<file path="src/rtl/control_sequencer_if.sv">
// rtl/control_sequencer_if.sv - instruction/handshake inputs and datapath control outputs of the sequencer
interface control_sequencer_if;
    logic [31:0] IR;
    logic        mem_ready;
    logic        con_ff;
    logic        stop;
    logic        Gra, Grb, Grc, Rin, Rout, BAout;
    logic        PCout, PCin, IncPC, MARin, MDRin, MDRout, IRin;
    logic        Yin, Zin, Zlowout, Cout, CONin, Read, Write;
    logic [4:0]  alu_op;
    logic        run;
    logic [3:0]  step;

    modport master (
        output IR, mem_ready, con_ff, stop,
        input  Gra, Grb, Grc, Rin, Rout, BAout,
        input  PCout, PCin, IncPC, MARin, MDRin, MDRout, IRin,
        input  Yin, Zin, Zlowout, Cout, CONin, Read, Write,
        input  alu_op, run, step
    );

    modport slave (
        input  IR, mem_ready, con_ff, stop,
        output Gra, Grb, Grc, Rin, Rout, BAout,
        output PCout, PCin, IncPC, MARin, MDRin, MDRout, IRin,
        output Yin, Zin, Zlowout, Cout, CONin, Read, Write,
        output alu_op, run, step
    );
endinterface

</file>
<file path="src/rtl/control_sequencer.sv">
// rtl/control_sequencer.sv - T-state control sequencer decoding fetch, R-type, ld, st, br, nop and halt
module control_sequencer (
    input  logic                clock,
    input  logic                reset,
    control_sequencer_if.slave  bus
);
    typedef enum logic [3:0] {
        T0 = 4'd0, T1 = 4'd1, T2 = 4'd2, T3 = 4'd3,
        T4 = 4'd4, T5 = 4'd5, T6 = 4'd6, T7 = 4'd7,
        HALT = 4'd8
    } state_t;

    localparam logic [4:0] OP_LD   = 5'b00000;
    localparam logic [4:0] OP_ST   = 5'b00010;
    localparam logic [4:0] OP_ADD  = 5'b00011;
    localparam logic [4:0] OP_SUB  = 5'b00100;
    localparam logic [4:0] OP_AND  = 5'b00101;
    localparam logic [4:0] OP_OR   = 5'b00110;
    localparam logic [4:0] OP_BR   = 5'b10010;
    localparam logic [4:0] OP_HALT = 5'b11011;

    state_t     r_state;
    state_t     w_next;
    logic [4:0] w_opcode;
    logic       w_rtype;
    logic       w_mem;
    logic       w_unused_ir;

    assign w_opcode    = bus.IR[31:27];
    assign w_rtype     = (w_opcode == OP_ADD) || (w_opcode == OP_SUB) ||
                         (w_opcode == OP_AND) || (w_opcode == OP_OR);
    assign w_mem       = (w_opcode == OP_LD) || (w_opcode == OP_ST);
    assign w_unused_ir = ^bus.IR[26:0];

    always_ff @(posedge clock) begin
        if (reset) r_state <= T0;
        else       r_state <= w_next;
    end

    always_comb begin
        w_next      = r_state;
        bus.Gra     = 1'b0; bus.Grb    = 1'b0; bus.Grc   = 1'b0;
        bus.Rin     = 1'b0; bus.Rout   = 1'b0; bus.BAout = 1'b0;
        bus.PCout   = 1'b0; bus.PCin   = 1'b0; bus.IncPC = 1'b0;
        bus.MARin   = 1'b0; bus.MDRin  = 1'b0; bus.MDRout = 1'b0;
        bus.IRin    = 1'b0; bus.Yin    = 1'b0; bus.Zin   = 1'b0;
        bus.Zlowout = 1'b0; bus.Cout   = 1'b0; bus.CONin = 1'b0;
        bus.Read    = 1'b0; bus.Write  = 1'b0;
        bus.alu_op  = OP_ADD;
        bus.run     = 1'b1;
        bus.step    = r_state;

        case (r_state)
            T0: if (!bus.stop) begin
                bus.PCout = 1'b1; bus.MARin = 1'b1; bus.IncPC = 1'b1; bus.Zin = 1'b1;
                w_next = T1;
            end
            T1: begin
                bus.Zlowout = 1'b1; bus.PCin = 1'b1; bus.Read = 1'b1; bus.MDRin = 1'b1;
                if (bus.mem_ready) w_next = T2;
            end
            T2: begin
                bus.MDRout = 1'b1; bus.IRin = 1'b1;
                w_next = T3;
            end
            T3: begin
                w_next = T4;
                if (w_rtype) begin
                    bus.Grb = 1'b1; bus.Rout = 1'b1; bus.Yin = 1'b1;
                end else if (w_mem) begin
                    bus.Grb = 1'b1; bus.BAout = 1'b1; bus.Yin = 1'b1;
                end else if (w_opcode == OP_BR) begin
                    bus.Gra = 1'b1; bus.Rout = 1'b1; bus.CONin = 1'b1;
                end else if (w_opcode == OP_HALT) begin
                    w_next = HALT;
                end else begin
                    w_next = T0;
                end
            end
            T4: begin
                w_next = T5;
                if (w_rtype) begin
                    bus.Grc = 1'b1; bus.Rout = 1'b1; bus.Zin = 1'b1; bus.alu_op = w_opcode;
                end else if (w_mem) begin
                    bus.Cout = 1'b1; bus.Zin = 1'b1;
                end else if (w_opcode == OP_BR) begin
                    bus.PCout = 1'b1; bus.Yin = 1'b1;
                end else begin
                    w_next = T0;
                end
            end
            T5: begin
                w_next = T0;
                if (w_rtype) begin
                    bus.Zlowout = 1'b1; bus.Gra = 1'b1; bus.Rin = 1'b1;
                end else if (w_mem) begin
                    bus.Zlowout = 1'b1; bus.MARin = 1'b1; w_next = T6;
                end else if (w_opcode == OP_BR) begin
                    bus.Cout = 1'b1; bus.Zin = 1'b1; w_next = T6;
                end
            end
            T6: begin
                w_next = T0;
                if (w_opcode == OP_LD) begin
                    bus.Read = 1'b1; bus.MDRin = 1'b1;
                    w_next = bus.mem_ready ? T7 : T6;
                end else if (w_opcode == OP_ST) begin
                    bus.Gra = 1'b1; bus.Rout = 1'b1; bus.MDRin = 1'b1; w_next = T7;
                end else if (w_opcode == OP_BR) begin
                    bus.Zlowout = 1'b1; bus.PCin = bus.con_ff;
                end
            end
            T7: begin
                w_next = T0;
                if (w_opcode == OP_LD) begin
                    bus.MDRout = 1'b1; bus.Gra = 1'b1; bus.Rin = 1'b1;
                end else if (w_opcode == OP_ST) begin
                    bus.Write = 1'b1;
                    w_next = bus.mem_ready ? T0 : T7;
                end
            end
            HALT: bus.run = 1'b0;
            default: w_next = T0;
        endcase

        // Reset forces a quiet bus combinationally, not just from the next edge
        if (reset) begin
            bus.Gra     = 1'b0; bus.Grb    = 1'b0; bus.Grc   = 1'b0;
            bus.Rin     = 1'b0; bus.Rout   = 1'b0; bus.BAout = 1'b0;
            bus.PCout   = 1'b0; bus.PCin   = 1'b0; bus.IncPC = 1'b0;
            bus.MARin   = 1'b0; bus.MDRin  = 1'b0; bus.MDRout = 1'b0;
            bus.IRin    = 1'b0; bus.Yin    = 1'b0; bus.Zin   = 1'b0;
            bus.Zlowout = 1'b0; bus.Cout   = 1'b0; bus.CONin = 1'b0;
            bus.Read    = 1'b0; bus.Write  = 1'b0;
            bus.alu_op  = 5'b00000;
            bus.run     = 1'b0;
            bus.step    = 4'd0;
        end
    end
endmodule

</file>
<file path="src/flat_wrapper.sv">
// flat-port wrapper written by rule: the top's interface ports become plain ports
module control_sequencer_flat 
  (clock, reset, bus_IR, bus_mem_ready, bus_con_ff, bus_stop, bus_Gra, bus_Grb, bus_Grc, bus_Rin, bus_Rout, bus_BAout, bus_PCout, bus_PCin, bus_IncPC, bus_MARin, bus_MDRin, bus_MDRout, bus_IRin, bus_Yin, bus_Zin, bus_Zlowout, bus_Cout, bus_CONin, bus_Read, bus_Write, bus_alu_op, bus_run, bus_step);
  control_sequencer_if bus_i ();
  input  logic clock;
  input  logic reset;
  input wire logic [$bits(bus_i.IR)-1:0] bus_IR;
  input wire logic [$bits(bus_i.mem_ready)-1:0] bus_mem_ready;
  input wire logic [$bits(bus_i.con_ff)-1:0] bus_con_ff;
  input wire logic [$bits(bus_i.stop)-1:0] bus_stop;
  output wire logic [$bits(bus_i.Gra)-1:0] bus_Gra;
  output wire logic [$bits(bus_i.Grb)-1:0] bus_Grb;
  output wire logic [$bits(bus_i.Grc)-1:0] bus_Grc;
  output wire logic [$bits(bus_i.Rin)-1:0] bus_Rin;
  output wire logic [$bits(bus_i.Rout)-1:0] bus_Rout;
  output wire logic [$bits(bus_i.BAout)-1:0] bus_BAout;
  output wire logic [$bits(bus_i.PCout)-1:0] bus_PCout;
  output wire logic [$bits(bus_i.PCin)-1:0] bus_PCin;
  output wire logic [$bits(bus_i.IncPC)-1:0] bus_IncPC;
  output wire logic [$bits(bus_i.MARin)-1:0] bus_MARin;
  output wire logic [$bits(bus_i.MDRin)-1:0] bus_MDRin;
  output wire logic [$bits(bus_i.MDRout)-1:0] bus_MDRout;
  output wire logic [$bits(bus_i.IRin)-1:0] bus_IRin;
  output wire logic [$bits(bus_i.Yin)-1:0] bus_Yin;
  output wire logic [$bits(bus_i.Zin)-1:0] bus_Zin;
  output wire logic [$bits(bus_i.Zlowout)-1:0] bus_Zlowout;
  output wire logic [$bits(bus_i.Cout)-1:0] bus_Cout;
  output wire logic [$bits(bus_i.CONin)-1:0] bus_CONin;
  output wire logic [$bits(bus_i.Read)-1:0] bus_Read;
  output wire logic [$bits(bus_i.Write)-1:0] bus_Write;
  output wire logic [$bits(bus_i.alu_op)-1:0] bus_alu_op;
  output wire logic [$bits(bus_i.run)-1:0] bus_run;
  output wire logic [$bits(bus_i.step)-1:0] bus_step;
  assign bus_i.IR = bus_IR;
  assign bus_i.mem_ready = bus_mem_ready;
  assign bus_i.con_ff = bus_con_ff;
  assign bus_i.stop = bus_stop;
  assign bus_Gra = bus_i.Gra;
  assign bus_Grb = bus_i.Grb;
  assign bus_Grc = bus_i.Grc;
  assign bus_Rin = bus_i.Rin;
  assign bus_Rout = bus_i.Rout;
  assign bus_BAout = bus_i.BAout;
  assign bus_PCout = bus_i.PCout;
  assign bus_PCin = bus_i.PCin;
  assign bus_IncPC = bus_i.IncPC;
  assign bus_MARin = bus_i.MARin;
  assign bus_MDRin = bus_i.MDRin;
  assign bus_MDRout = bus_i.MDRout;
  assign bus_IRin = bus_i.IRin;
  assign bus_Yin = bus_i.Yin;
  assign bus_Zin = bus_i.Zin;
  assign bus_Zlowout = bus_i.Zlowout;
  assign bus_Cout = bus_i.Cout;
  assign bus_CONin = bus_i.CONin;
  assign bus_Read = bus_i.Read;
  assign bus_Write = bus_i.Write;
  assign bus_alu_op = bus_i.alu_op;
  assign bus_run = bus_i.run;
  assign bus_step = bus_i.step;
  control_sequencer u_core (.clock(clock), .reset(reset), .bus(bus_i));
endmodule
</file>
<file path="config.mk">
export PLATFORM = sky130hd
export DESIGN_NAME = control_sequencer_flat
export DESIGN_NICKNAME = d
export VERILOG_FILES = /design/src/rtl/control_sequencer_if.sv /design/src/rtl/control_sequencer.sv /design/src/flat_wrapper.sv
export SDC_FILE = /design/constraint.sdc
export NUM_CORES = 1
export LEC_CHECK = 0
export BUFFER_PORTS_ARGS = -buffer_cell sky130_fd_sc_hd__buf_2
export CORE_ASPECT_RATIO = 1.2
export CORE_UTILIZATION = 38
export DETAILED_ROUTE_END_ITERATION = 12
export PLACE_DENSITY = 0.8
export SYNTH_ARGS = -nofsm -noshare
export SYNTH_HDL_FRONTEND = slang
export SYNTH_SLANG_ARGS = --single-unit
</file>
<file path="constraint.sdc">
create_clock -name clock -period 2.2 [get_ports clock]
set_input_delay 0.22 -clock clock [delete_from_list [all_inputs] [get_ports clock]]
set_output_delay 0.22 -clock clock [all_outputs]
set_load 0.1 [all_outputs]
</file>
# Word-level counts from Yosys, hierarchy flattened
# Cells that the tools add are included.
[op_classes]
addsub = 0
multipliers = 0
div_mod_pow = 0
magnitude_cmp = 0
eq_ne = 17
shifts = 0
muxes = 83
bitwise = 1
reduce_logical = 7
[ops]
columns = ["cell", "count"]
rows = [
  ["$mux 4", 14],
  ["$mux 1", 48],
  ["$pmux 4 s9", 1],
  ["$pmux 1 s2", 9],
  ["$eq 4x3->1 const B", 4],
  ["$eq 5x3->1 const B", 3],
  ["$mux 5", 3],
  ["$mux 3", 4],
  ["$eq 5x2->1 const B", 2],
  ["$eq 5x5->1 const B", 2],
  ["$pmux 1 s3", 3],
  ["$eq 4x2->1 const B", 2],
  ["$logic_not 5->1", 1],
  ["$eq 4x1->1 const B", 1],
  ["$eq 4x4->1 const B", 1],
  ["$logic_not 4->1", 1],
  ["$logic_or 1x1->1", 4],
  ["$ne 2x2->1 const B", 2],
  ["$pmux 1 s4", 1],
  ["$reduce_and 3->1", 1],
  ["$not 1->1", 1],
]
[word_totals]
ff_bits = 4
latch_bits = 0
mem_bits_rw = 0
romBits = 0
output_inout_bits = 30
wordCells = 109
memories = 0

# Logic depth before layout (Yosys ltp)
[depth]
depth_word = 7
mapped_depth = 5

# Worst setup path before layout
# Ideal clock, no wire load.
[synth_timing]
path_type = "register to output"
from = "register u_core.r_state[0]"
to = "output bus_CONin"
arrival_time_ns = 3.907
required_time_ns = 1.980
path_slack_ns = -1.927
path_stages_with_launch = 6
path_buffers = 1
cell_sequence = "dfxtp_1 clkbuf_1 nand2b_1 nor3b_1 nand2b_1 nor4_1"
[synth_via]
elab_chain_cells = 3
[synth_lines]
columns = ["item", "line", "source"]
rows = [
  ["from (decl)", "control_sequencer.sv:22", "state_t r_state;"],
  ["from (signal assigned)", "control_sequencer.sv:37", "else r_state <= w_next;"],
  ["$eq 4x2->1", "control_sequencer.sv:53", "case (r_state)"],
  ["$mux 1", "control_sequencer.sv:53", ""],
  ["$mux 1", "control_sequencer.sv:127", "if (reset) begin"],
  ["to (decl)", "flat_wrapper.sv:28", "output wire logic [$bits(bus_i.CONin)-1:0] bus_CONin;"],
]
# No other way between the ends.

# Worst setup path after layout
[layout_timing]
from = "input bus_IR[30]"
to = "output bus_Gra"
[layout_via]
elab_chain_cells = 7
[layout_lines]
columns = ["item", "line", "source"]
rows = [
  ["from (decl)", "flat_wrapper.sv:7", "input wire logic [$bits(bus_i.IR)-1:0] bus_IR;"],
  ["$eq 5x2->1 or $eq 5x3->1 (tied branches)", "control_sequencer.sv:30", "assign w_rtype = (w_opcode == OP_ADD) || (w_opcode == OP_SUB) ||"],
  ["$logic_or 1x1->1 (2 in series)", "control_sequencer.sv:30", ""],
  ["$logic_or 1x1->1", "control_sequencer.sv:31", "(w_opcode == OP_AND) || (w_opcode == OP_OR);"],
  ["$mux 1 (on tied branches)", "--", ""],
  ["$pmux 1 s4 (*)", "control_sequencer.sv:53", ""],
  ["$mux 1 (*)", "control_sequencer.sv:127", ""],
  ["to (decl)", "flat_wrapper.sv:11", "output wire logic [$bits(bus_i.Gra)-1:0] bus_Gra;"],
]
# Mark *: on every way between the ends. The rest lies on a longest branch, timed or not.

==> results.sh <==
export IMPL_r2r_slack_ns=0.43
export IMPL_grt_max_degree=22
export IMPL_crit_start="bus_IR[30]"
export IMPL_max_freq_ghz=0.447
export IMPL_finish_utilization=0.826
export IMPL_reg2reg_to="u_core.r_state[0]"
export IMPL_grt_ovfl_total=0
export IMPL_die_y_um=51.8
export IMPL_drt_total_wl_mm=3.28
export IMPL_grtUsageTotal=0.310
export IMPL_tightestPinTransition_ns=0.640
export IMPL_period_needed_ns=2.24
export IMPL_rsz0062_at_grt="true"
export IMPL_synth_top_cells_by_area="dfxtp_1, nor2_1, a21oi_1, nand2b_1, nand2_1"
export IMPL_status="complete, but fails checks"
export IMPL_nets=210
export IMPL_stdcell_count=190
export IMPL_hold_class="in -> reg"
export IMPL_worst_slack_ns=-0.0365
export IMPL_async_flop_share=0
export IMPL_finalPower_w=0.000556
export IMPL_ir_worst_vdd_v=0.000275
export IMPL_setup_viol=1
export IMPL_holdPathStages=3
export IMPL_drive_above_1_share=0.544
export IMPL_diodes=0
export IMPL_finalHoldViolations=0
export IMPL_antenna_found_initial=0
export IMPL_drt_first_pass_iters=8
export IMPL_cts_sinks=4
export IMPL_ios=67
export IMPL_rows=17
export IMPL_ant_nets=0
export IMPL_start_util=0.414
export IMPL_sw_frac_of_total=0.558
export IMPL_pwr_share_seq=0.152
export IMPL_pwr_share_comb=0.665
export IMPL_synth_seq_area_share=0.102
export IMPL_wire_per_inst_um=17.3
export IMPL_drc=6
export IMPL_crit_arrival_ns=2.02
export IMPL_clockPowerShare=0.183
export IMPL_worstPathCellList="buf_6 -> or4_4 -> or4_4 -> a21boi_4 -> a221oi_4 -> buf_12"
export IMPL_failed_checks="design-rule violations, negative setup slack"
export IMPL_p_int_w=0.000246
export IMPL_switching_power_w=0.000311
export IMPL_dieWidth_um=43.5
export IMPL_worstSkewPairLatency_ns=0.26
export IMPL_slew_violations=0
export IMPL_cap_violations=0
export IMPL_port_buffers=37
export IMPL_startpoint_type="input port"
export IMPL_yosys_area_top_type="dfxtp_1"
export IMPL_numCtsBuffers=3
export IMPL_relSlewSlack=0.569
export IMPL_layout_commonest_cell="buf_12"
export IMPL_htreeDepth=1
export IMPL_cp_required_ns=1.98
export IMPL_r2r_cells=5
export IMPL_max_stage_delay_ns=0.53
export IMPL_cp_end_kind="primary output"
export IMPL_dp_hpwl_mm=2.43
export IMPL_vias=1181
export IMPL_crit_top_cell="or4_4"
export IMPL_synth_cell_type_count=38
export IMPL_core_area_um2=1890
export IMPL_synth_seq_cells=4
export IMPL_synth_ff_type="dfxtp_1"
export IMPL_cp_max_fo=2
export IMPL_synth_edf_count=0
export IMPL_worstReg2RegStart="u_core.r_state[0]"
export IMPL_synth_top_area_share=0.102
export IMPL_grt_pass1_wl_mm=5.12
export IMPL_registers_top_by_ff_count="u_core.r_state"
export IMPL_clockBufferDepth=2
export IMPL_path_clk_slew_ns=0.04
export IMPL_synth_area_um2=785
export IMPL_syn_to_final_growth_pct=99.4
export IMPL_viasPerCell=6.22
export IMPL_syn_avg_cell_area_um2=6.23
export IMPL_slowest_stage="or4_4"
export IMPL_grt_pass1_vias=1117
export IMPL_fin_skew_ns=0.00704
export IMPL_layout_common_cells="buf_12, buf_4, buf_2"
export IMPL_syn_inst=126
export IMPL_largest_reg_flops=4
export IMPL_tritoncts="done"
export IMPL_drt_iter0_markers=56
export IMPL_die_area_um2=2250
export IMPL_largestRegisters="u_core.r_state x4"
export IMPL_min_period_over_period=1.02
export IMPL_gp_congestion=0.908
export IMPL_fin_tns_setup_ns=-0.0365
export IMPL_holdWs_ns=0.448
export IMPL_crit_type="in -> out"
export IMPL_cp_endpoint="bus_Gra"
export IMPL_leakage_nw=0.627
export IMPL_cts_root_buf="clkbuf_4"
export IMPL_dpl_cell_count=187
export IMPL_ys_warn_count=0
export IMPL_pwr_density_cell_nw_per_um2=356
-- power groups by stage --
stage	Combinational (W)	Clock [W]	Sequential (W)
detailed placement	0.000358	0	0.0000841
global route	0.000384	0.000107	0.0000850
floorplan	0.000265	0	0.0000806
global placement	0.000349	0	0.0000838
finish	0.000370	0.000102	0.0000846
CTS	0.000360	0.000105	0.0000829
-- cell families after synthesis --
logic type,count (synthesis),share of synthesized area
xor+xnor,2,0.0223
compound gates,39,0.340
buf+inv,19,0.132
flops,4,0.102
simple gates,61,0.399
other cells,1,0.00478
-- final cells by class --
type                       count  area, µm²
tap                           19       23.8
timing repair buffer          54        611
clock buffer                   3       22.5
inverter                       6       22.5
sequential                     4       85.1
fill                          98        329
multi-input combinational    104        800
-- worst max-delay path: cells and delay by family --
kind | cells | cell delay (ns)
and+or+nand+nor | 2 | 0.97
buffers and inverters | 2 | 0.30
AOI/OAI and AO/OA | 2 | 0.52
-- worst min-delay path by stage --
stage	startpoint	to	slack (ns)
floorplan	bus_stop	u_core.r_state[0]	0.49
global placement	u_core.r_state[2]	u_core.r_state[3]	0.48
detailed placement	u_core.r_state[2]	u_core.r_state[3]	0.48
CTS	bus_stop	u_core.r_state[0]	0.38
global route	bus_stop	u_core.r_state[0]	0.48
finish	bus_stop	u_core.r_state[0]	0.45
-- metal layers --
metal | part of all wire | GRT usage | vias to the layer above
li1 | - | - | 546
met1 | 0.37 | 0.333 | 556
met2 | 0.54 | 0.558 | 73
met3 | 0.067 | 0.0590 | 6
met4 | 0.022 | 0.177 | 0
met5 | 0 | 0 | -
-- repair_timing --
action                     CTS  global route
hold buffers                 0             0
pin swaps                    2             3
buffers inserted             0             0
setup endpoints to repair    1            11
gates resized for setup      3            13
-- cells in the mapped netlist, types with 2 or more instances --
master and n:
a211oi_1 2, buf_2 2, a2111oi_0 4, dfxtp_1 4
buf_4 4, nor3_1 5, or4_4 2, nand3_1 6
nand3b_1 2, a21oi_1 11, o22ai_1 2, o2111ai_1 2
buf_6 2, nand2_1 11, o21ai_0 5, nand2b_1 7
nor4_1 4, clkbuf_1 4, nor2_1 17, nor2b_1 2
nor3b_1 2, a31oi_1 4, xor2_1 2, inv_1 6
-- stage by stage --
stage,instance area [µm²],setup slack (ns)
2_1_floorplan,938,-0.524
4_1_cts,1520,-0.0850
6_report,1560,-0.0365
3_5_place_dp,1480,-0.122
5_1_grt,1560,-0.0571
3_3_place_gp,1480,-0.112
No activity file was read; power rests on OpenSTA's default activity.
